File: config.mk
export PLATFORM = sky130hd
export DESIGN_NAME = cmd_mem_reader
export DESIGN_NICKNAME = d
export VERILOG_FILES = /design/src/rtl/cmd_mem_reader.sv
export SDC_FILE = /design/constraint.sdc
export NUM_CORES = 1
export LEC_CHECK = 0
export CORE_AREA = 3 3 306 308
export DETAILED_ROUTE_END_ITERATION = 8
export DIE_AREA = 0 0 309 311
export PLACE_DENSITY = 0.44
export SETUP_SLACK_MARGIN = 0.1
export SLEW_MARGIN = 15
export SYNTH_ARGS = -nofsm -noshare
export SYNTH_HDL_FRONTEND = slang
export SYNTH_SLANG_ARGS = --single-unit
export TNS_END_PERCENT = 30
File: constraint.sdc
create_clock -name CLK -period 2.3 [get_ports CLK]
set_clock_uncertainty 0.1 [all_clocks]
set_input_delay 0.23 -clock CLK [delete_from_list [all_inputs] [get_ports CLK]]
set_output_delay 0.23 -clock CLK [all_outputs]
set_load 0.01 [all_outputs]
File: src/rtl/cmd_mem_reader.sv
// Round-robin scanner over the command record memory: reads each slot, issues
// due commands to the pulse sequencer, then asks the writer to free the slot.
module cmd_mem_reader #(
  parameter int N_IDX  = 256,
  parameter int ADDR_W = 8,
  parameter int DW     = 338,
  parameter int RD_LAT = 2
) (
  input  logic              CLK,
  input  logic              rst,
  input  logic              EN,
  input  logic [63:0]       SYS_TIME,
  output logic [ADDR_W-1:0] MEM_RDADDR,
  output logic              MEM_RDEN,
  input  logic [DW-1:0]     MEM_Q,
  output logic              CMD_VALID,
  input  logic              CMD_READY,
  output logic [DW-1:0]     CMD_DATA,
  output logic [ADDR_W-1:0] CMD_ADDR,
  output logic              FREE_REQ,
  output logic [ADDR_W-1:0] FREE_ADDR,
  input  logic              FREE_ACK,
  output logic              SCAN_WRAP,
  output logic [15:0]       ISSUE_CNT
);

  typedef enum logic [2:0] {IDLE, READ, WAIT, CHECK, ISSUE, FREE, NEXT} state_t;

  state_t              state, state_nxt;
  logic [ADDR_W-1:0]   addr;
  logic [DW-1:0]       rec;
  logic [RD_LAT:1]     vld_pipe;  // bit k high k cycles after the read pulse
  logic [63:0]         ts;
  logic                last_slot;
  logic                slot_due;

  assign ts        = rec[DW-1 -: 64];
  assign last_slot = (addr == ADDR_W'(N_IDX - 1));
  // an all-ones start time marks an empty slot, never due
  assign slot_due  = (ts != '1) && (ts <= SYS_TIME);

  assign MEM_RDADDR = addr;
  assign MEM_RDEN   = (state == READ);
  assign CMD_VALID  = (state == ISSUE);
  assign CMD_DATA   = rec;
  assign CMD_ADDR   = addr;
  assign FREE_REQ   = (state == FREE);
  assign FREE_ADDR  = addr;

  always_comb begin
    state_nxt = state;
    unique case (state)
      IDLE:    if (EN) state_nxt = READ;
      READ:    state_nxt = WAIT;
      WAIT:    if (vld_pipe[RD_LAT]) state_nxt = CHECK;
      CHECK:   state_nxt = slot_due ? ISSUE : NEXT;
      ISSUE:   if (CMD_READY) state_nxt = FREE;
      FREE:    if (FREE_ACK) state_nxt = NEXT;
      NEXT:    state_nxt = EN ? READ : IDLE;
      default: state_nxt = IDLE;
    endcase
  end

  always_ff @(posedge CLK) begin
    if (rst) begin
      state     <= IDLE;
      addr      <= '0;
      rec       <= '0;
      vld_pipe  <= '0;
      SCAN_WRAP <= 1'b0;
      ISSUE_CNT <= '0;
    end else begin
      state       <= state_nxt;
      vld_pipe[1] <= (state == READ);
      for (int k = 2; k <= RD_LAT; k++) vld_pipe[k] <= vld_pipe[k-1];
      if (state == WAIT && vld_pipe[RD_LAT]) rec <= MEM_Q;
      if (state == ISSUE && CMD_READY) ISSUE_CNT <= ISSUE_CNT + 16'd1;
      SCAN_WRAP <= (state == NEXT) && last_slot;
      if (state == NEXT) addr <= last_slot ? '0 : addr + ADDR_W'(1);
    end
  end

endmodule

==> qor.csv <==
metric;value;unit
crit_fanout;4;
final_net_count;3166;
drive_above_1_share;9.48;%
fill_cells;9913;
final.setup.tns;0;ps
design_power_total;0.0164;W
synth-seq-cells;368;
port_buffers;788;
setup_viol;0;
grt.total_usage;14.5;%
status;finished clean;
slowest_delay;480;ps
final_common_cell;clkdlybuf4s50_1;
start_util;16.0;%
ys.flop_type;dfxtp_1;
cts_inserted_buffers;50;
synth_top_area_share;50.3;%
most-common-layout-cells;clkdlybuf4s50_1, nand2_1, a21oi_1;
critPathBufInv;1;
power.leakage;9.31;nW
period_share;90.8;%
cp.arrival;2470;ps
cts_sinks;368;
cts_root_buf;clkbuf_16;
cts_tree;done;
syn_area_per_cell;7.76;µm²
met2_usage;24.3;%
initialDrtViolationCount;831;
cp-end-kind;flip-flop;
relSlewSlack;67.1;%
use_met1;17.3;%
p_per_area;617;mW/mm²
async_reset_ff_share;0;%
clk_latency;590;ps
post-dp-hpwl;56400;µm
die_w;309;µm
cp-start-kind;flip-flop;
clk_pin_slew;60;ps
hold_path_class;in -> reg;
required;2680;ps
netlist_top_cells_area;dfxtp_1, nand2_1, a21oi_1;
slowest_stage;dfxtp_1;
drt-vias-per-instance;3.97;
rows;111;
num_vias;15600;
r2r-end;state[1]$_SDFFE_PP0P_;
peakVddDrop;0.482;mV
met3_usage;4.59;%
clock_path_buffers;3;
syn-instance-count;1887;
hold_start;MEM_Q[299];
crit_chain;ha_1 > nand2_1 > o21ai_1 > a211oi_1 > buf_4 > o32ai_1 > nor3_1 > nand3_1 > a31o_2;
syn-cell-area;0.0147;mm²
grt_start_max_net_pins;94;
wl;73200;µm
die_height;311;µm
finalMaxSlewViolations;0;
grt_pass1_wl;105000;µm
postSynthNetCount;2360;
grt.busiest_layer;met2;
rsz0062_at_grt;yes;
synth-edff-count;0;
yosysSeqAreaShare;50.3;%
ant_nets;0;
finalHoldViolCount;0;
holdPathEnd;CMD_DATA[299]$_SDFFE_PP0P_;
worst_pin_slew;490;ps
dr.pass1.iters;5;
r2r_slack;210;ps
hold_depth;3;
r2r_cells;9;
ys_warn_count;0;
hold_slack;75.6;ps
ioPinCount;789;
critPathKind;reg -> reg;
crit_family;compound AO/OA/AOI/OAI gates;
clock.fmax;479;MHz
worstReg2RegStart;CMD_DATA[292]$_SDFFE_PP0P_;
grt_overflow;0;
drv_cap;0;
synth_top_area_cell;dfxtp_1;
drcViolationCount;0;
grt_pass1_vias;15700;
floorplan.die_area;0.0961;mm²
synth.distinct_cells;40;
routabilityCongestion;0.849;
wl_per_cell;18.6;µm
fin_crit;2090;ps
cts_max_level;2;
coreArea;0.0914;mm²
antenna_found_initial;16;
area_delta_synth_final;81.4;%
-- final cells by class --
type	count	area [µm²]	share of cell area, %
clock buffer	74	1510	5.69
inverter	69	259	0.975
antenna	13	32.5	0.122
clock inverter	18	215	0.810
multi-input combinational	1316	6800	25.6
sequential	368	7420	27.9
tap	1186	1480	5.58
timing repair buffer	888	8840	33.3
-- where the power goes --
group	internal [W]	total (W)	leakage (nW)	switching [W]
clock network	0.00499	0.00815	0.856	0.00316
logic	0.00100	0.00169	5.48	0.000685
registers	0.00647	0.00656	2.98	0.0000849
total	0.0125	0.0164	9.31	0.00393
-- cells by family (layout without fill, tap and decap cells) --
kind of cell,Yosys count,count (layout),share of synthesized area [%]
and+or+nand+nor,829,829,22.8
AOI/OAI and AO/OA,400,400,14.1
DFF,368,368,50.3
buffers and inverters,203,1049,5.93
adders and majority gates,66,66,5.64
xor gates and xnor gates,19,19,1.14
muxes,2,2,0.137
other,0,13,0
-- how the worst max path moves through the flow --
| stage | from | end | slack [ps] | cells past startpoint |
|---|---|---|---|---|
| 2_1_floorplan | CMD_DATA[337]$_SDFFE_PP0P_ | state[1]$_SDFFE_PP0P_ | 200 | 7 |
| 3_3_place_gp | SYS_TIME[61] | state[1]$_SDFFE_PP0P_ | -360 | 10 |
| 3_5_place_dp | SYS_TIME[61] | state[1]$_SDFFE_PP0P_ | -410 | 10 |
| 4_1_cts | CMD_DATA[300]$_SDFFE_PP0P_ | state[1]$_SDFFE_PP0P_ | 30 | 8 |
| 5_1_grt | CMD_DATA[298]$_SDFFE_PP0P_ | state[1]$_SDFFE_PP0P_ | 30 | 9 |
| 6_report | CMD_DATA[292]$_SDFFE_PP0P_ | state[1]$_SDFFE_PP0P_ | 210 | 9 |
-- worst min-delay path: cells and delay by family --
family	cells	cell delay (ps)
compound gates	1	50
buf+inv	1	390
simple gates	1	50
-- per-layer routing --
| layer | wire (µm) | part of all wire [%] |
|---|---|---|
| met5 | 22 | 0.030 |
| met4 | 2160 | 3.0 |
| met3 | 5440 | 7.4 |
| met2 | 34900 | 48 |
| met1 | 30600 | 42 |
-- sequential cells by signal (all words and copies together), names as in the netlist --
signal	count
CMD_DATA	338
CMD_ADDR	8
state	3
ISSUE_CNT	16
vld_pipe	2
SCAN_WRAP	1
-- synthesized netlist by cell type, types with 3 or more instances --
| cell | n |
|---|---|
| o21ai_0 | 10 |
| xnor2_1 | 3 |
| nor2_1 | 36 |
| nor3_1 | 10 |
| buf_4 | 16 |
| a21oi_1 | 370 |
| clkbuf_1 | 81 |
| buf_2 | 37 |
| and3_1 | 7 |
| or3_1 | 4 |
| a211oi_1 | 6 |
| ha_1 | 66 |
| nand4_1 | 39 |
| nor4_1 | 7 |
| dfxtp_1 | 368 |
| inv_1 | 69 |
| xor2_1 | 16 |
| nand3_1 | 11 |
| nand2_1 | 707 |
-- stage by stage --
stage                     utilization (%)  instances  worst slack (ps)  instance area (µm²)
after floorplan                         -       1887               200                14700
after global placement               26.7       3826              -364                24400
after detailed placement             26.7       3826              -414                24400
after CTS                            28.6       3919              30.1                26100
after global routing                 29.1       3931              33.9                26600
final                                29.1       3932               212                26600
-- repair_timing --
item / in CTS / in global routing
endpoints found under the hold margin: 34 / 0
setup endpoints to repair: 8 / 3
pin swaps: 0 / 19
resized for setup: 12 / 74
setup buffers: 0 / 1
hold buffers: 1 / 0
(Power assumes the default switching activity.)
